[config.mk]
export PLATFORM = sky130hd
export DESIGN_NAME = fpnew_norm_stage_flat
export DESIGN_NICKNAME = d
export VERILOG_FILES = /design/src/rtl/fpnew_norm_stage_if.sv /design/src/rtl/fpnew_norm_stage.sv /design/src/flat_wrapper.sv
export SDC_FILE = /design/constraint.sdc
export NUM_CORES = 1
export LEC_CHECK = 0
export BUFFER_PORTS_ARGS = -buffer_cell sky130_fd_sc_hd__buf_2
export CORE_MARGIN = 2
export CORE_UTILIZATION = 40
export DETAILED_ROUTE_END_ITERATION = 8
export MAX_ROUTING_LAYER = met4
export PLACE_DENSITY = 0.62
export SYNTH_ARGS = -nofsm -noshare
export SYNTH_HDL_FRONTEND = slang
export SYNTH_SLANG_ARGS = --single-unit
[constraint.sdc]
create_clock -name clk_i -period 2.24 [get_ports clk_i]
set_clock_uncertainty 0.1 [all_clocks]
set_input_delay 0.336 -clock clk_i [delete_from_list [all_inputs] [get_ports clk_i]]
set_output_delay 0.336 -clock clk_i [all_outputs]
set_load 0.005 [all_outputs]
[src/rtl/fpnew_norm_stage_if.sv]
// Handshake/data bundle between the FMA/adder datapath, the normalization
// stage and the rounding block. The rounding mode is 3 bits wide; RNE encodes as 0.
interface fpnew_norm_stage_if #(
  parameter int ExpBits      = 8,
  parameter int ManBits      = 23,
  parameter int SumWidth     = 48,
  parameter int RsrPrecision = 12,
  parameter int TagWidth     = 4
);
  logic                        in_valid_i;
  logic                        in_ready_o;
  logic                        in_sign_i;
  logic signed [ExpBits+1:0]   in_exp_i;
  logic [SumWidth-1:0]         in_sum_i;
  logic [2:0]                  in_rnd_mode_i;
  logic                        in_eff_sub_i;
  logic [TagWidth-1:0]         in_tag_i;
  logic                        out_valid_o;
  logic                        out_ready_i;
  logic [ExpBits+ManBits-1:0]  out_abs_value_o;
  logic [1:0]                  out_round_sticky_o;
  logic [RsrPrecision-1:0]     out_stoch_bits_o;
  logic                        out_sign_o;
  logic [2:0]                  out_rnd_mode_o;
  logic                        out_eff_sub_o;
  logic [TagWidth-1:0]         out_tag_o;
  logic                        out_overflow_o;
  logic                        out_zero_o;

  modport slave (
    input  in_valid_i, in_sign_i, in_exp_i, in_sum_i, in_rnd_mode_i, in_eff_sub_i, in_tag_i,
           out_ready_i,
    output in_ready_o, out_valid_o, out_abs_value_o, out_round_sticky_o, out_stoch_bits_o,
           out_sign_o, out_rnd_mode_o, out_eff_sub_o, out_tag_o, out_overflow_o, out_zero_o
  );

  modport master (
    output in_valid_i, in_sign_i, in_exp_i, in_sum_i, in_rnd_mode_i, in_eff_sub_i, in_tag_i,
           out_ready_i,
    input  in_ready_o, out_valid_o, out_abs_value_o, out_round_sticky_o, out_stoch_bits_o,
           out_sign_o, out_rnd_mode_o, out_eff_sub_o, out_tag_o, out_overflow_o, out_zero_o
  );
endinterface

[src/rtl/fpnew_norm_stage.sv]
// Normalization stage ahead of rounding: LZC normalize / subnormal denormalize /
// overflow detect, then one valid/ready register holding the rounding-ready bundle.
module fpnew_norm_stage #(
  parameter int ExpBits      = 8,
  parameter int ManBits      = 23,
  parameter int SumWidth     = 48,
  parameter int RsrPrecision = 12,
  parameter int TagWidth     = 4
) (
  input  logic               clk_i,
  input  logic               rst_ni,
  input  logic               flush_i,
  fpnew_norm_stage_if.slave  bus
);
  localparam int EW  = ExpBits + 2;
  localparam int LZW = $clog2(SumWidth);
  localparam int SHW = $clog2(SumWidth + 1);
  localparam int RND = SumWidth - 2 - ManBits;

  localparam logic signed [EW-1:0] S_ONE  = EW'(1);
  localparam logic signed [EW-1:0] OVF_TH = EW'((2 ** ExpBits) - 1);
  localparam logic signed [EW:0]   R_ONE  = (EW+1)'(1);
  localparam logic signed [EW:0]   R_SAT  = (EW+1)'(SumWidth);
  localparam logic [SumWidth-1:0]  LOW_MASK = {SumWidth{1'b1}} >> (ManBits + 2);

  generate
    if (SumWidth < ManBits + 1 + RsrPrecision) begin : g_bad_width
      $error("fpnew_norm_stage: SumWidth must be >= ManBits+1+RsrPrecision");
    end
  endgenerate

  typedef struct packed {
    logic [ExpBits+ManBits-1:0] abs_value;
    logic [1:0]                 round_sticky;
    logic [RsrPrecision-1:0]    stoch;
    logic                       sign;
    logic [2:0]                 rnd_mode;
    logic                       eff_sub;
    logic [TagWidth-1:0]        tag;
    logic                       overflow;
    logic                       zero;
  } resp_t;

  logic signed [EW-1:0]  exp_s, e_norm;
  logic signed [EW:0]    rsh_full;
  logic [LZW-1:0]        lzc, lsh;
  logic [SHW-1:0]        rsh;
  logic [2*SumWidth-1:0] rwide;
  logic [SumWidth-1:0]   shifted;
  logic                  is_zero, deep, norm, ovf, spill, sticky;
  logic [ExpBits-1:0]    exp_f;
  logic                  vld_q, load;
  resp_t                 nxt, q;

  assign exp_s = bus.in_exp_i;

  // Highest set bit wins: later (higher) iterations overwrite lower ones.
  always_comb begin
    lzc = '0;
    for (int i = 0; i < SumWidth; i++)
      if (bus.in_sum_i[i]) lzc = LZW'(SumWidth - 1 - i);
  end

  assign is_zero = ~|bus.in_sum_i;
  assign e_norm  = exp_s - $signed(EW'(lzc));
  // Deep is decided on in_exp alone, so a wrapped e_norm never matters there.
  assign deep    = exp_s < S_ONE;
  assign norm    = ~deep & (e_norm >= S_ONE);
  assign ovf     = ~is_zero & ~deep & (e_norm >= OVF_TH);

  // One extra bit so 1 - in_exp cannot wrap for the most negative exponent.
  assign rsh_full = R_ONE - $signed({exp_s[EW-1], exp_s});
  assign rsh      = (rsh_full > R_SAT) ? SHW'(SumWidth) : rsh_full[SHW-1:0];
  assign lsh      = norm ? lzc : LZW'(exp_s - S_ONE);

  assign rwide   = {bus.in_sum_i, {SumWidth{1'b0}}} >> rsh;
  assign shifted = deep ? rwide[2*SumWidth-1 -: SumWidth] : (bus.in_sum_i << lsh);
  assign spill   = deep & (|rwide[SumWidth-1:0]);
  assign sticky  = (|(shifted & LOW_MASK)) | spill;
  assign exp_f   = norm ? e_norm[ExpBits-1:0] : '0;

  always_comb begin
    nxt          = '0;
    nxt.sign     = bus.in_sign_i;
    nxt.rnd_mode = bus.in_rnd_mode_i;
    nxt.eff_sub  = bus.in_eff_sub_i;
    nxt.tag      = bus.in_tag_i;
    if (is_zero) begin
      nxt.zero = 1'b1;
    end else if (ovf) begin
      nxt.overflow  = 1'b1;
      nxt.abs_value = {{ExpBits{1'b1}}, {ManBits{1'b0}}};
      nxt.stoch     = shifted[RND -: RsrPrecision];
    end else begin
      nxt.abs_value    = {exp_f, shifted[SumWidth-2 -: ManBits]};
      nxt.round_sticky = {shifted[RND], sticky};
      nxt.stoch        = shifted[RND -: RsrPrecision];
    end
  end

  assign bus.in_ready_o = ~vld_q | bus.out_ready_i;
  assign load           = bus.in_valid_i & bus.in_ready_o & ~flush_i;

  always_ff @(posedge clk_i or negedge rst_ni) begin
    if (!rst_ni) begin
      vld_q <= 1'b0;
      q     <= '0;
    end else begin
      if (flush_i)               vld_q <= 1'b0;
      else if (load)             vld_q <= 1'b1;
      else if (bus.out_ready_i)  vld_q <= 1'b0;
      if (load) q <= nxt;
    end
  end

  assign bus.out_valid_o        = vld_q;
  assign bus.out_abs_value_o    = q.abs_value;
  assign bus.out_round_sticky_o = q.round_sticky;
  assign bus.out_stoch_bits_o   = q.stoch;
  assign bus.out_sign_o         = q.sign;
  assign bus.out_rnd_mode_o     = q.rnd_mode;
  assign bus.out_eff_sub_o      = q.eff_sub;
  assign bus.out_tag_o          = q.tag;
  assign bus.out_overflow_o     = q.overflow;
  assign bus.out_zero_o         = q.zero;
endmodule

[src/flat_wrapper.sv]
// flat-port wrapper written by rule: the top's interface ports become plain ports
module fpnew_norm_stage_flat 
#(
  parameter int ExpBits      = 8,
  parameter int ManBits      = 23,
  parameter int SumWidth     = 48,
  parameter int RsrPrecision = 12,
  parameter int TagWidth     = 4
)
  (clk_i, rst_ni, flush_i, bus_in_valid_i, bus_in_sign_i, bus_in_exp_i, bus_in_sum_i, bus_in_rnd_mode_i, bus_in_eff_sub_i, bus_in_tag_i, bus_out_ready_i, bus_in_ready_o, bus_out_valid_o, bus_out_abs_value_o, bus_out_round_sticky_o, bus_out_stoch_bits_o, bus_out_sign_o, bus_out_rnd_mode_o, bus_out_eff_sub_o, bus_out_tag_o, bus_out_overflow_o, bus_out_zero_o);
  fpnew_norm_stage_if #(.ExpBits(ExpBits), .ManBits(ManBits), .SumWidth(SumWidth), .RsrPrecision(RsrPrecision), .TagWidth(TagWidth)) bus_i ();
  input  logic clk_i;
  input  logic rst_ni;
  input  logic flush_i;
  input wire logic [$bits(bus_i.in_valid_i)-1:0] bus_in_valid_i;
  input wire logic [$bits(bus_i.in_sign_i)-1:0] bus_in_sign_i;
  input wire logic [$bits(bus_i.in_exp_i)-1:0] bus_in_exp_i;
  input wire logic [$bits(bus_i.in_sum_i)-1:0] bus_in_sum_i;
  input wire logic [$bits(bus_i.in_rnd_mode_i)-1:0] bus_in_rnd_mode_i;
  input wire logic [$bits(bus_i.in_eff_sub_i)-1:0] bus_in_eff_sub_i;
  input wire logic [$bits(bus_i.in_tag_i)-1:0] bus_in_tag_i;
  input wire logic [$bits(bus_i.out_ready_i)-1:0] bus_out_ready_i;
  output wire logic [$bits(bus_i.in_ready_o)-1:0] bus_in_ready_o;
  output wire logic [$bits(bus_i.out_valid_o)-1:0] bus_out_valid_o;
  output wire logic [$bits(bus_i.out_abs_value_o)-1:0] bus_out_abs_value_o;
  output wire logic [$bits(bus_i.out_round_sticky_o)-1:0] bus_out_round_sticky_o;
  output wire logic [$bits(bus_i.out_stoch_bits_o)-1:0] bus_out_stoch_bits_o;
  output wire logic [$bits(bus_i.out_sign_o)-1:0] bus_out_sign_o;
  output wire logic [$bits(bus_i.out_rnd_mode_o)-1:0] bus_out_rnd_mode_o;
  output wire logic [$bits(bus_i.out_eff_sub_o)-1:0] bus_out_eff_sub_o;
  output wire logic [$bits(bus_i.out_tag_o)-1:0] bus_out_tag_o;
  output wire logic [$bits(bus_i.out_overflow_o)-1:0] bus_out_overflow_o;
  output wire logic [$bits(bus_i.out_zero_o)-1:0] bus_out_zero_o;
  assign bus_i.in_valid_i = bus_in_valid_i;
  assign bus_i.in_sign_i = bus_in_sign_i;
  assign bus_i.in_exp_i = bus_in_exp_i;
  assign bus_i.in_sum_i = bus_in_sum_i;
  assign bus_i.in_rnd_mode_i = bus_in_rnd_mode_i;
  assign bus_i.in_eff_sub_i = bus_in_eff_sub_i;
  assign bus_i.in_tag_i = bus_in_tag_i;
  assign bus_i.out_ready_i = bus_out_ready_i;
  assign bus_in_ready_o = bus_i.in_ready_o;
  assign bus_out_valid_o = bus_i.out_valid_o;
  assign bus_out_abs_value_o = bus_i.out_abs_value_o;
  assign bus_out_round_sticky_o = bus_i.out_round_sticky_o;
  assign bus_out_stoch_bits_o = bus_i.out_stoch_bits_o;
  assign bus_out_sign_o = bus_i.out_sign_o;
  assign bus_out_rnd_mode_o = bus_i.out_rnd_mode_o;
  assign bus_out_eff_sub_o = bus_i.out_eff_sub_o;
  assign bus_out_tag_o = bus_i.out_tag_o;
  assign bus_out_overflow_o = bus_i.out_overflow_o;
  assign bus_out_zero_o = bus_i.out_zero_o;
  fpnew_norm_stage #(.ExpBits(ExpBits), .ManBits(ManBits), .SumWidth(SumWidth), .RsrPrecision(RsrPrecision), .TagWidth(TagWidth)) u_core (.clk_i(clk_i), .rst_ni(rst_ni), .flush_i(flush_i), .bus(bus_i));
endmodule
# After elaboration in Yosys (flattened, before gate mapping)
# Index checks and enable logic that the tools add are counted.
[word_totals] wordCells=95 register_bits=57 out_inout_bits=58 inputBits=72
[op_classes] reduce_logical=4 add_sub_neg=3 shift=2 n_lt_le_gt_ge=4 n_bitwise=11 n_mux=61
[op_table] operator="6-bit two-way mux" count=50
[op_table] operator="48-bit OR reduction" count=2
[op_table] operator="96-bit by 6-bit >> shifter with 95-bit output" count=1
[op_table] operator="48-bit by 6-bit left shift with 47-bit output" count=1
[op_table] operator="47-bit two-way mux" count=1
[op_table] operator="45-bit two-way mux" count=1
[op_table] operator="31-bit two-way mux" count=1
[op_table] operator="23-bit OR reduction" count=1
[op_table] operator="11-bit by 7-bit greater-than comparator with 1-bit output, second input constant" count=1
[op_table] operator="2-bit by 10-bit subtractor with 11-bit output, first input constant" count=1
[op_table] operator="10-bit by 2-bit greater-or-equal comparator with 1-bit output, second input constant" count=1
[op_table] operator="10-bit by 9-bit greater-or-equal comparator with 1-bit output, second input constant" count=1
[op_table] operator="10-bit by 2-bit < comparator with 1-bit output, second input constant" count=1
[op_table] operator="10-bit by 7-bit subtractor with 10-bit output" count=1
[op_table] operator="8-bit two-way mux" count=1
[op_table] operator="1-bit bitwise AND" count=6
[op_table] operator="1-bit two-way mux" count=6
[op_table] operator="6-bit by 2-bit subtractor with 6-bit output, second input constant" count=1
[op_table] operator="1-bit inverter" count=3
[op_table] operator="3-bit nonzero test" count=1
[op_table] operator="2-bit two-way mux" count=1
[op_table] operator="1-bit OR" count=2

# Logic depth before layout (Yosys ltp)
# Gate-level depths: netlist of run 1.
[depth] word_depth=58 mapped_depth=26 depth_no_buf=22

# Least setup slack after synthesis of run 1
# Ideal clock, no wire load.
[synth_path] path_type="input to register" startpoint="in bus_in_sum_i[40]" endpoint="reg u_core.q, in the netlist u_core.bus.out_round_sticky_o[0]" arrival_ns=5.625 cell_stages=21 required_ns=1.997 setup_ns=0.143 slack_ns=-3.627 path_buffers=3 path_cell_list="clkbuf_1 -> nor2_1 -> o21ai_0 -> nand2_1 -> a211o_1 -> nor2_1 -> clkinv_1 -> ha_1 -> nor2b_1 -> o2111a_1 -> o41a_1 -> a2111o_1 -> o31ai_2 -> mux2i_1 -> clkbuf_1 -> clkbuf_1 -> a211oi_1 -> a21oi_1 -> o211ai_1 -> a211oi_1 -> a41oi_1"
[synth_between] elab_chain_len=18 elab_cells_between_ends=25 cone_classes="add/sub (1); order compare (2); shift (2); mux (12); bitwise (5); reduce/logical (3)"
[synth_lines] element="start: declaration" line="flat_wrapper.sv:18" source="input wire logic [$bits(bus_i.in_sum_i)-1:0] bus_in_sum_i;"
[synth_lines] element="6-bit two-way mux (8 in a row)" line="fpnew_norm_stage.sv:61" source="if (bus.in_sum_i[i]) lzc = LZW'(SumWidth - 1 - i);"
[synth_lines] element="10-bit by 7-bit subtractor with 10-bit output" line="fpnew_norm_stage.sv:65" source="assign e_norm = exp_s - $signed(EW'(lzc));"
[synth_lines] element="10-bit by 2-bit greater-or-equal comparator with 1-bit output" line="fpnew_norm_stage.sv:68" source="assign norm = ~deep & (e_norm >= S_ONE);"
[synth_lines] element="1-bit bitwise AND" line="fpnew_norm_stage.sv:68"
[synth_lines] element="6-bit two-way mux" line="fpnew_norm_stage.sv:74" source="assign lsh = norm ? lzc : LZW'(exp_s - S_ONE);"
[synth_lines] element="48-bit by 6-bit left shift with 47-bit output" line="fpnew_norm_stage.sv:77" source="assign shifted = deep ? rwide[2*SumWidth-1 -: SumWidth] : (bus.in_sum_i << lsh);"
[synth_lines] element="47-bit two-way mux" line="fpnew_norm_stage.sv:77"
[synth_lines] element="23-bit OR reduction" line="fpnew_norm_stage.sv:79" source="assign sticky = (|(shifted & LOW_MASK)) | spill;"
[synth_lines] element="1-bit OR" line="fpnew_norm_stage.sv:79"
[synth_lines] element="2-bit two-way mux" line="fpnew_norm_stage.sv:90" source="end else if (ovf) begin"
[synth_lines] element="45-bit two-way mux (*)" line="fpnew_norm_stage.sv:88" source="if (is_zero) begin"
[synth_lines] element="end signal: assignment" line="fpnew_norm_stage.sv:112" source="if (load) q <= nxt;"
[synth_lines] element="end: declaration" line="fpnew_norm_stage.sv:53" source="resp_t nxt, q;"
# Mark *: on every way between the ends. The rest lies on a longest branch, timed or not.
# A chain may end at the register's enable or synchronous reset.

# Final worst setup path of run 1
[layout_path] startpoint="in bus_in_sum_i[0]" endpoint="reg u_core.q, in the netlist u_core.bus.out_abs_value_o[11]"
[layout_between] elab_chain_len=56 elab_cells_between_ends=61 cone_classes="add/sub (1); order compare (2); shift (2); mux (52); bitwise (3); reduce/logical (1)"
[layout_lines] element="6-bit two-way mux (48 in a row)" line="fpnew_norm_stage.sv:61"
[layout_lines] element="10-bit by 7-bit subtractor with 10-bit output" line="fpnew_norm_stage.sv:65"
[layout_lines] element="10-bit by 2-bit greater-or-equal comparator with 1-bit output" line="fpnew_norm_stage.sv:68"
[layout_lines] element="1-bit bitwise AND" line="fpnew_norm_stage.sv:68"
[layout_lines] element="6-bit two-way mux" line="fpnew_norm_stage.sv:74"
[layout_lines] element="48-bit by 6-bit left shift with 47-bit output" line="fpnew_norm_stage.sv:77"
[layout_lines] element="47-bit two-way mux" line="fpnew_norm_stage.sv:77"
[layout_lines] element="31-bit two-way mux" line="fpnew_norm_stage.sv:90"
[layout_lines] element="45-bit two-way mux (*)" line="fpnew_norm_stage.sv:88"
# Marked as above.

==> results of run 1 <==
==> area by class of cell <==
| cell class | count | area share [%] |
|---|---|---|
| Clock buffer | 12 | 1.34 |
| Clock inverter | 3 | 0.209 |
| Timing Repair Buffer | 788 | 32.4 |
| Tap cell | 378 | 2.47 |
| Multi-Input combinational cell | 1364 | 55.6 |
| Inverter | 28 | 0.562 |
| Sequential cell | 57 | 7.45 |
==> layout by cell type, fill, tap and decap left out, types with 10 or more instances in the layout <==
cell type / netlist / layout
nand3_1: 53 / 47
nand2b_1: 13 / 10
mux2i_4: 1 / 36
a211oi_1: 32 / 17
mux2_4: 0 / 15
nor2_1: 150 / 131
or3_1: 13 / 11
o31ai_1: 15 / 12
and3_1: 14 / 12
mux2i_2: 2 / 19
a211oi_2: 0 / 12
buf_2: 21 / 120
a22o_1: 13 / 12
a21oi_2: 0 / 22
nand2_1: 179 / 171
nand4_1: 15 / 15
o21ai_2: 0 / 15
nand2_2: 2 / 10
a21o_1: 13 / 13
mux2i_1: 145 / 93
inv_1: 24 / 21
o21ai_1: 4 / 21
o211ai_1: 20 / 20
a31oi_1: 25 / 21
mux4_2: 13 / 13
dfrtp_1: 57 / 57
buf_6: 4 / 60
o22ai_1: 34 / 28
mux2_2: 48 / 34
nor2_2: 0 / 12
a21oi_1: 133 / 105
nor4_1: 25 / 19
o21ai_0: 124 / 90
nor3_1: 40 / 34
a22oi_1: 22 / 17
buf_12: 0 / 20
buf_4: 5 / 577
==> sequential cells by signal, summed over array words and instances (netlist names) <==
| register | cells |
|---|---|
| u_core.bus.out_abs_value_o | 31 |
| u_core.bus.out_stoch_bits_o | 12 |
| u_core.bus.out_tag_o | 4 |
| u_core.bus.out_rnd_mode_o | 3 |
| u_core.bus.out_round_sticky_o | 2 |
| u_core.bus.out_eff_sub_o | 1 |
| u_core.bus.out_overflow_o | 1 |
| u_core.bus.out_sign_o | 1 |
| u_core.bus.out_valid_o | 1 |
| u_core.bus.out_zero_o | 1 |
==> power by group <==
| part | internal [uW] | switching, uW |
|---|---|---|
| clock network | 912 | 555 |
| registers | 1210 | 107 |
| logic | 3030 | 3350 |
| total | 5150 | 4010 |
==> how the worst max path moves through the flow <==
stage,start,to,slack [ns],cells past startpoint
after floorplan,bus_in_sum_i[24],u_core.bus.out_abs_value_o[21]$_DFFE_PN0P_,-3.18,21
after global placement,bus_in_sum_i[3],u_core.bus.out_abs_value_o[18]$_DFFE_PN0P_,-3.93,23
after detailed placement,bus_in_sum_i[3],u_core.bus.out_abs_value_o[18]$_DFFE_PN0P_,-3.93,23
after CTS,bus_in_sum_i[25],u_core.bus.out_abs_value_o[18]$_DFFE_PN0P_,-3.10,22
after global routing,bus_in_sum_i[7],u_core.bus.out_abs_value_o[11]$_DFFE_PN0P_,-3.44,27
final,bus_in_sum_i[0],u_core.bus.out_abs_value_o[11]$_DFFE_PN0P_,-3.27,25
==> routing by layer <==
layer	up-vias	track usage, %
li1	7420	-
met5	-	-
met2	1115	67.5
met3	284	9.66
met1	8169	54.9
met4	0	25.3
==> timing repair <==
action                     CTS  global route
hold buffers                 1             0
pin swaps                   78            77
hold endpoints to repair    57             0
cloned                       4             0
gates resized for setup    201           178
setup endpoints to repair   46            46
buffers inserted            54            25
==> cell families (layout without fill, tap and decap cells) <==
| group | Yosys count | after routing | share of synthesized area (%) |
|---|---|---|---|
| AO/OA/AOI/OAI | 567 | 567 | 33.5 |
| multiplexers | 211 | 211 | 20.9 |
| XOR/XNOR | 13 | 13 | 1.01 |
| adder cells (fa/ha/maj) | 9 | 9 | 1.06 |
| flip-flops | 57 | 57 | 12.6 |
| buffers and inverters | 198 | 831 | 7.25 |
| AND/OR/NAND/NOR | 564 | 564 | 23.7 |
==> metrics by stage <==
step / instances / util, % / worst slack [ns] / instance area (um2) / total power (uW)
finish: 2630 / 68.9 / -3.27 / 19100 / 9170
floorplan: 1619 / - / -3.18 / 11700 / 3910
detailed placement: 2543 / 59.6 / -3.93 / 16600 / 6530
CTS: 2611 / 65.4 / -3.10 / 18200 / 8520
global placement: 2543 / 59.6 / -3.93 / 16600 / 6490
global route: 2630 / 68.9 / -3.44 / 19100 / 9550
==> critical path, stage by stage <==
cell and delay (ns):
buf_2 0.12, buf_8 0.16, or4_4 0.57, nand2b_4 0.10, a31oi_4 0.08, o211ai_1 0.23
a21oi_2 0.11, inv_2 0.10, ha_4 0.23, o2111a_1 0.15, o41a_1 0.42, a2111o_1 0.40
o31a_1 0.34, buf_12 0.15, mux2_4 0.37, buf_6 0.16, buf_16 0.15, mux2i_4 0.24
mux2i_1 0.15, mux2i_1 0.27, buf_4 0.18, mux2i_2 0.07, o211ai_1 0.34, a21oi_2 0.07
a21o_1 0.16
==> flow_summary.json, run 1 <==
{
  "synth_most_common_cell": "nand2_1",
  "clock.fmax_ghz": 0.181,
  "nFillCells": 2340,
  "multiInputGateArea_um2": 10600,
  "p_leak_uw": 0.00848,
  "power_density_nw_per_um2": 479,
  "reg2reg_setup_slack_ns": -0.19,
  "groute.usage.overall_pct": 44.6,
  "wl_met1_um": 26000,
  "violations": "setup timing",
  "globalplace.congestion": 1.07,
  "rr_startpoint": "u_core.bus.out_valid_o$_DFFE_PN0P_",
  "yosys-top-cells-count": "nand2_1, nor2_1, mux2i_1",
  "first_pass_iters": 8,
  "cts_tree": "done",
  "worstRegToRegCells": 10,
  "hold_path.class": "in2reg",
  "cts_sinks": 57,
  "synth.avg_cell_area_um2": 6.97,
  "wl_met3_um": 6850,
  "crit_arrival_ns": 5.66,
  "antenna_found_initial": 0,
  "maxCapViolCount": 0,
  "cts_max_level": 3,
  "dp_hpwl_um": 50700,
  "vias_per_cell": 6.46,
  "critical_path_class": "in2reg",
  "synth.net_count": 1700,
  "syn2layout_area_growth_pct": 69.5,
  "die_w_um": 172,
  "register_area_um2": 1430,
  "die_area_um2": 29600,
  "finalSetupTns_ns": -126.84,
  "wl_um": 66700,
  "post-route-drc-count": 0,
  "cp.required_ns": 2.39,
  "cts_made_buffers": 9,
  "route.met2.wl_um": 29000,
  "vdd_ir_drop_max_mv": 0.339,
  "setup_viol": 46,
  "rsz0062_at_grt": "yes",
  "hold_end": "u_core.bus.out_valid_o$_DFFE_PN0P_",
  "ys_top_cells_by_area": "mux2i_1, dfrtp_1, nand2_1",
  "finalWorstSetupSlack_ns": -3.27,
  "tightest_slew_ns": 1.00,
  "yosys_warnings": 0,
  "period_share_pct": 246,
  "synth.distinct_cells": 90,
  "drive_gt1_share_pct": 49.4,
  "dr.max_layer_used": "met4",
  "io_pins": 130,
  "fin_nets": 2329,
  "place.port_buffers": 129,
  "hold_violations": 0,
  "synth_area_leader_cell": "mux2i_1",
  "drtIter0Drc": 2147,
  "ys_seq_elements": 57,
  "synth.cell_area_um2": 11300,
  "synth.top_cell.area_share_pct": 12.9,
  "maxSlewHeadroom_pct": 33.3,
  "final.min_clock_period_ns": 5.51,
  "grt_remaining_overflow": 0,
  "coreArea_um2": 27800,
  "cts-root-buf": "clkbuf_16",
  "vias": 17000,
  "grt_pass1_vias": 15800,
  "worst_hold_slack_ns": 0.0456,
  "diodes": 0,
  "maxSlewViolCount": 0,
  "dominantRegCellSynth": "dfrtp_1",
  "post_drt_wl_per_cell_um": 25.4,
  "async_flop_share_pct": 100,
  "hold_start": "flush_i",
  "clockBufferDepth": 2,
  "setup.worst_path.start_class": "input port",
  "clk_latency_ns": 0.35,
  "clk_pin_slew_ns": 0.06,
  "placementRows": 61,
  "critPathMaxFanout": 13,
  "synth_edf_count": 0,
  "synth-seq-area-share_pct": 12.6,
  "syn_inst": 1619,
  "status": "finished, violations left",
  "holdPathStages": 2,
  "ant_nets": 0,
  "grt_max_degree": 89,
  "start_util_pct": 40.6,
  "r2r_end": "u_core.bus.out_abs_value_o[8]$_DFFE_PN0P_",
  "grt_pass1_wl_um": 95800,
  "die_height_um": 172,
  "worst_setup_path_end_kind": "flip-flop"
}
No activity file was read; power rests on OpenSTA's default activity.
==> run 2, diff against run 1 <==
--- a/config.mk
+++ b/config.mk
@@ -5,12 +5,14 @@
 export SDC_FILE = /design/constraint.sdc
 export NUM_CORES = 1
 export LEC_CHECK = 0
+export ABC_AREA = 1
+export ABC_CLOCK_PERIOD_IN_PS = 2240
 export BUFFER_PORTS_ARGS = -buffer_cell sky130_fd_sc_hd__buf_2
 export CORE_MARGIN = 2
 export CORE_UTILIZATION = 40
 export DETAILED_ROUTE_END_ITERATION = 8
 export MAX_ROUTING_LAYER = met4
-export PLACE_DENSITY = 0.62
+export PLACE_DENSITY = 0.63
 export SYNTH_ARGS = -nofsm -noshare
 export SYNTH_HDL_FRONTEND = slang
 export SYNTH_SLANG_ARGS = --single-unit
==> run 2 against run 1 <==
  * The run still ends with setup timing left
  * Setup slack worse by 0.68 ns
  * Power is 13% lower
  * Register-to-register slack better by 0.67 ns
  * Sequential share of layout area up 1.6 points
  * Synthesized cell count rose by 12%
  * Clock-buffer cell count down 2
  * Design area fell by 17%
  * Non-clock buffer count is 202 lower
  * First-iteration DRC count fell by 28%
  * Critical endpoint is now u_core.bus.out_abs_value_o[7]$_DFFE_PN0P_
==> flow_summary.json, run 2 <==
{
  "syn_inst": 1817,
  "slowest_stage": "fa_2",
  "drive_gt1_share_pct": 40.1,
  "synth.avg_cell_area_um2": 5.14,
  "stdcell_count": 2623,
  "vias": 14500,
  "cts_max_level": 3,
  "seqPwrFrac_pct": 16.3,
  "fin_nets": 2386,
  "vias_per_cell": 5.53,
  "cts-root-buf": "clkbuf_16",
  "ys_top_cells_by_area": "nand2_1, dfrtp_1, o21ai_0",
  "die_height_um": 157,
  "yosys_warnings": 0,
  "place.port_buffers": 129,
  "synth_most_common_cell": "nand2_1",
  "dp_cells": 2567,
  "hold_violations": 0,
  "synth_top_family_by_area": "simple AND/OR/NAND/NOR gates",
  "synth-compound-area-share_pct": 22.2,
  "clockBufferDepth": 2,
  "setup_viol": 46,
  "synth_fa_ha_area_share_pct": 1.29,
  "cp-endpoint": "u_core.bus.out_abs_value_o[7]$_DFFE_PN0P_",
  "muxShareOfSynthArea_pct": 0.857,
  "critPathLaunch": "bus_in_sum_i[1]",
  "finish.utilization_pct": 69.4,
  "power_frac_clock_pct": 17.4,
  "start_util_pct": 41.0,
  "synth.net_count": 1898,
  "diodes": 0,
  "syn2layout_area_growth_pct": 69.1,
  "maxSlewHeadroom_pct": 51.7,
  "p_leak_uw": 0.00822,
  "synth.distinct_cells": 51,
  "setup.worst_path.start_class": "input port",
  "finalSetupTns_ns": -162.63,
  "critPathMaxFanout": 14,
  "antenna_found_initial": 0,
  "hold_path.class": "in2async",
  "groute.usage.overall_pct": 38.8,
  "internal_power_uw": 4380,
  "clk_latency_ns": 0.32,
  "yosys.area_share.simple_pct": 47.8,
  "placementRows": 55,
  "post_drt_wl_per_cell_um": 18.7,
  "p_switching_uw": 3610,
  "clk_pin_slew_ns": 0.06,
  "die_area_um2": 24600,
  "coreArea_um2": 22800,
  "io_pins": 130,
  "maxCapViolCount": 0,
  "clock.fmax_ghz": 0.161,
  "tightest_slew_ns": 0.725,
  "r2r_end": "u_core.bus.out_abs_value_o[29]$_DFFE_PN0P_",
  "dominantRegCellSynth": "dfrtp_1",
  "period_share_pct": 276,
  "grt_pass1_wl_um": 72000,
  "violations": "setup timing",
  "cts_sinks": 57,
  "synth_edf_count": 0,
  "largest_register_ffs": 31,
  "maxSlewViolCount": 0,
  "worstRegToRegCells": 8,
  "final_cell_mix": "nand2_1, buf_4, o21ai_0",
  "worst_setup_path_end_kind": "flip-flop",
  "power_density_nw_per_um2": 506,
  "synth.cell_area_um2": 9350,
  "async_flop_share_pct": 100,
  "crit_arrival_ns": 6.35,
  "reg2reg_setup_slack_ns": 0.48,
  "synth.top_cell.area_share_pct": 28.7,
  "dp_hpwl_um": 37600,
  "ant_nets": 0,
  "cp.required_ns": 2.40,
  "grt_max_degree": 58,
  "status": "finished, violations left",
  "die_w_um": 157,
  "yosys-top-cells-count": "nand2_1, o21ai_0, nand3_1",
  "globalplace.congestion": 1.05,
  "crit_top_cell": "nand2_1",
  "cts_tree": "done",
  "netSwitchingFraction_pct": 45.2,
  "grt_pass1_vias": 13100,
  "final_common_cell": "nand2_1",
  "first_pass_iters": 6,
  "vdd_ir_drop_max_mv": 0.323,
  "wl_um": 48900,
  "post-place-ws_ns": -4.29,
  "rsz0062_at_grt": "yes",
  "synth_area_leader_cell": "nand2_1",
  "crit_path_max_incr_delay_ns": 0.34,
  "drtIter0Drc": 1549,
  "synth-seq-area-share_pct": 15.3,
  "final.min_clock_period_ns": 6.19,
  "ys_seq_elements": 57,
  "finalWorstSetupSlack_ns": -3.95,
  "cts_made_buffers": 9,
  "total_power_uw": 7990,
  "combPwrFrac_pct": 66.3,
  "critical_path_class": "in2reg",
  "grt_remaining_overflow": 0,
  "rr_startpoint": "u_core.bus.out_valid_o$_DFFE_PN0P_",
  "synth_xor_area_share_pct": 1.12,
  "post-route-drc-count": 0
}
-- run 2: cell count changes in the layout (fill, tap and decap cells not counted), moves of 51 or more --
cell     before  now
nand2_1     171  627
buf_4       577  394
inv_1        21  144
o21ai_0      90  182
nand3_2       6   97
mux2i_1      93    4
a21oi_1     105   32
nand2_2      10   76
nand3_1      47   98
-- run 2: worst max-delay path, delay by kind of cell --
family                   cells  cell delay (ns)
buffers and inverters        9             1.03
adder cells (fa/ha/maj)      2             0.46
XOR/XNOR                     1             0.17
AO/OA/AOI/OAI                3             0.47
AND/OR/NAND/NOR             57             3.84
-- run 2: layer usage --
| metal | vias up | track usage (%) | share of wire, % |
|---|---|---|---|
| li1 | 6959 | - | - |
| met1 | 6636 | 52.8 | 42 |
| met2 | 743 | 59.2 | 45 |
| met3 | 157 | 4.65 | 7.9 |
| met4 | 0 | 13.7 | 4.9 |
| met5 | - | - | 0 |
-- run 2: worst min-delay path by stage --
stage                                                       to  slack (ns)  cells past startpoint
finish              u_core.bus.out_abs_value_o[16]$_DFFE_PN0P_        0.04                      2
floorplan            u_core.bus.out_abs_value_o[0]$_DFFE_PN0P_       -0.06                      0
CTS                 u_core.bus.out_abs_value_o[13]$_DFFE_PN0P_        0.07                      2
global placement      u_core.bus.out_rnd_mode_o[0]$_DFFE_PN0P_        0.35                      2
detailed placement    u_core.bus.out_rnd_mode_o[1]$_DFFE_PN0P_        0.35                      2
global route                u_core.bus.out_valid_o$_DFFE_PN0P_        0.09                      2
-- run 2: power by group through the flow --
stage          combinational, uW  sequential, uW  clock [uW]
6_report                    5290            1300        1390
2_1_floorplan               2110            1330           0
5_1_grt                     5670            1320        1460
3_5_place_dp                4270            1320           0
3_3_place_gp                4260            1310           0
4_1_cts                     4670            1300        1400
-- run 2: kinds of logic (layout without fill, tap and decap cells) --
| family | after synthesis | after routing |
|---|---|---|
| AOI/OAI and AO/OA | 385 | 385 |
| xor gates and xnor gates | 12 | 12 |
| adders and majority gates | 9 | 9 |
| buffers and inverters | 270 | 763 |
| DFF | 57 | 57 |
| muxes | 8 | 8 |
| and+or+nand+nor | 1076 | 1076 |
-- run 2: layout make-up --
cell class	count	area [um2]
clock inverters	6	66.3
repair buffers	586	4700
multi-input cells	1490	8350
clock buffers	10	239
inverters	161	631
well taps	313	392
fillers	2030	6980
flip-flops and latches	57	1430
-- run 2: stage by stage --
stage | cell area, um2 | hold slack, ns
2_1_floorplan | 9500 | -0.0596
3_3_place_gp | 13400 | 0.349
3_5_place_dp | 13400 | 0.353
4_1_cts | 14700 | 0.0683
5_1_grt | 15800 | 0.0881
6_report | 15800 | 0.0430
-- run 2: repair_timing --
item,in CTS,in global routing
hold buffers,0,0
setup buffers,18,15
gates resized for setup,185,230
pin swaps,46,92
cloned,6,5
endpoints found under the setup margin,46,47
==> run 3, diff against run 2 <==
--- a/config.mk
+++ b/config.mk
@@ -7,12 +7,12 @@
 export LEC_CHECK = 0
 export ABC_AREA = 1
 export ABC_CLOCK_PERIOD_IN_PS = 2240
-export BUFFER_PORTS_ARGS = -buffer_cell sky130_fd_sc_hd__buf_2
 export CORE_MARGIN = 2
 export CORE_UTILIZATION = 40
 export DETAILED_ROUTE_END_ITERATION = 8
+export DONT_BUFFER_PORTS = 1
 export MAX_ROUTING_LAYER = met4
-export PLACE_DENSITY = 0.63
+export PLACE_DENSITY = 0.58
 export SYNTH_ARGS = -nofsm -noshare
 export SYNTH_HDL_FRONTEND = slang
 export SYNTH_SLANG_ARGS = --single-unit
==> run 3 against run 2 <==
  * The flow still finishes with violations (setup timing)
  * Fmax grew 0.37%
  * Highest routed layer unchanged
  * Setup slack improved by 0.023 ns
  * Via count fell by 3.5%
  * Worst hold slack got worse by 0.023 ns
  * Clock power hardly changed
  * First-iteration DRC count rose by 7.5%
  * Flip-flop and latch count unchanged
  * Power shrank 4.1%
  * Sequential share of layout area increased by 0.64 points
  * Die area unchanged
  * Wire length shrank 2.3%
==> flow_summary.json, run 3 (synthesis results as in run 2) <==
{
  "status": "finished, violations left",
  "violations": "setup timing",
  "antenna_found_initial": 0,
  "multiInputGateArea_um2": 8150,
  "grt_max_degree": 58,
  "grt_pass1_vias": 12800,
  "grt_remaining_overflow": 0,
  "maxCapViolCount": 0,
  "post-route-drc-count": 0,
  "largest_register_ffs": 31,
  "p_switching_uw": 3450,
  "drtIter0Drc": 1665,
  "ant_nets": 0,
  "die_height_um": 157,
  "dp_hpwl_um": 36400,
  "cts_tree": "done",
  "netSwitchingFraction_pct": 45.0,
  "clock.fmax_ghz": 0.162,
  "final_common_cell": "nand2_1",
  "critPathMaxFanout": 8,
  "io_pins": 130,
  "combPwrFrac_pct": 64.2,
  "finalWorstSetupSlack_ns": -3.93,
  "first_pass_iters": 9,
  "cts_max_level": 3,
  "maxSlewViolCount": 0,
  "post-place-ws_ns": -4.24,
  "drive_gt1_share_pct": 33.9,
  "vdd_ir_drop_max_mv": 0.451,
  "wl_um": 47800,
  "slowest_stage": "fa_2",
  "die_area_um2": 24600,
  "globalplace.congestion": 0.997,
  "crit_arrival_ns": 6.29,
  "rsz0062_at_grt": "yes",
  "worst_hold_slack_ns": 0.0199,
  "coreArea_um2": 22800,
  "internal_power_uw": 4210,
  "seqPwrFrac_pct": 17.8,
  "worst_setup_path_end_kind": "flip-flop",
  "crit_path_max_incr_delay_ns": 0.40,
  "syn2layout_area_growth_pct": 57.9,
  "placementRows": 55,
  "hold_violations": 0,
  "vias": 14000,
  "cts_sinks": 57,
  "final.min_clock_period_ns": 6.17,
  "tightest_slew_ns": 0.683,
  "power_frac_clock_pct": 18.0,
  "power_density_nw_per_um2": 519,
  "period_share_pct": 275,
  "grt_pass1_wl_um": 70500,
  "diodes": 0,
  "die_w_um": 157,
  "maxSlewHeadroom_pct": 54.0,
  "nFillCells": 2131,
  "setup_viol": 46,
  "clockBufferDepth": 2,
  "final_cell_mix": "nand2_1, buf_4, o21ai_0",
  "cp.required_ns": 2.36,
  "cts-root-buf": "clkbuf_16",
  "vias_per_cell": 5.64,
  "clk_pin_slew_ns": 0.06,
  "register_area_um2": 1430,
  "crit_top_cell": "nand2_1",
  "cts_made_buffers": 9,
  "groute.usage.overall_pct": 38.1,
  "setup.worst_path.start_class": "input port",
  "start_util_pct": 41.0,
  "critical_path_class": "in2reg",
  "hold_path.class": "in2reg",
  "clk_latency_ns": 0.33,
  "place.port_buffers": 0,
  "p_leak_uw": 0.00748,
  "fin_nets": 2244,
  "post_drt_wl_per_cell_um": 19.3
}
## run 3: changes by cell type in the layout (fill, tap and decap cells not counted), moves of 8 or more
cell | before | now
buf_2 | 129 | 0
nand3_2 | 97 | 76
nand2_1 | 627 | 646
o21ai_1 | 40 | 57
buf_4 | 394 | 382
nand3_1 | 98 | 110
o21ai_4 | 22 | 10
buf_12 | 28 | 18
buf_6 | 22 | 32
nand2_4 | 12 | 2
nand2_2 | 76 | 67
nand3_4 | 13 | 22
o21ai_2 | 39 | 31
## run 3: what timing repair did
action / in CTS / in global routing
resized for setup: 227 / 131
pin swaps: 52 / 69
hold buffers: 3 / 0
setup endpoints to repair: 46 / 46
hold endpoints to repair: 58 / 0
cloned: 6 / 3
setup buffers: 45 / 22
## run 3: path summary, 6_finish.rpt
check / to / cells past startpoint / startpoint / slack, ns
setup / recovery: u_core.bus.out_round_sticky_o[0]$_DFFE_PN0P_ / 74 / bus_in_sum_i[1] / -3.93
hold / removal: u_core.bus.out_tag_o[0]$_DFFE_PN0P_ / 2 / bus_in_tag_i[0] / 0.02
setup reg to reg: u_core.bus.out_abs_value_o[11]$_DFFE_PN0P_ / 9 / u_core.bus.out_valid_o$_DFFE_PN0P_ / 0.35
hold reg to reg: u_core.bus.out_abs_value_o[13]$_DFFE_PN0P_ / 2 / u_core.bus.out_abs_value_o[13]$_DFFE_PN0P_ / 0.40
max in group asynchronous: u_core.bus.out_stoch_bits_o[1]$_DFFE_PN0P_ / 2 / rst_ni / 1.35
min in group asynchronous: u_core.bus.out_abs_value_o[18]$_DFFE_PN0P_ / 2 / rst_ni / 0.43
## run 3: worst max-delay path: cells and delay by family
| kind | cells | cell delay [ns] |
|---|---|---|
| buffers and inverters | 7 | 0.73 |
| and+or+nand+nor | 62 | 4.06 |
| xor gates and xnor gates | 1 | 0.17 |
| AOI/OAI and AO/OA | 2 | 0.35 |
| adders and majority gates | 2 | 0.60 |
## run 3: power by group through the flow
stage	Sequential (uW)	Combinational [uW]	Clock [uW]
2_1_floorplan	1330	2110	0
3_3_place_gp	1380	3830	0
3_5_place_dp	1380	3840	0
4_1_cts	1370	4420	1390
5_1_grt	1390	5270	1440
6_report	1360	4920	1380
## run 3: layout make-up
type                            instances  share of cell area (%)
Clock buffer                           11                    1.64
Timing Repair Buffer                  443                    26.1
Sequential cell                        57                    9.67
Tap cell                              313                    2.65
Multi-Input combinational cell       1491                    55.2
Clock inverter                          5                   0.373
Inverter                              161                    4.35
## run 3: through the flow
stage | total power (uW) | instances | area (um2) | util (%) | setup TNS (ns)
after floorplan | 3440 | 1817 | 9500 | - | -132.57
after global placement | 5210 | 2404 | 12400 | 54.4 | -175.15
after detailed placement | 5220 | 2404 | 12400 | 54.4 | -174.93
after CTS | 7170 | 2461 | 14000 | 61.5 | -149.70
after global routing | 8100 | 2481 | 14800 | 64.8 | -191.43
final | 7660 | 2481 | 14800 | 64.8 | -164.46
## run 3: per-layer routing
metal / global-route usage, % / share of wire, % / up-vias
met2: 60.2 / 46 / 743
met4: 12.9 / 4.3 / 0
li1: - / - / 6678
met5: - / 0 / -
met1: 50.1 / 42 / 6411
met3: 5.10 / 8.2 / 159
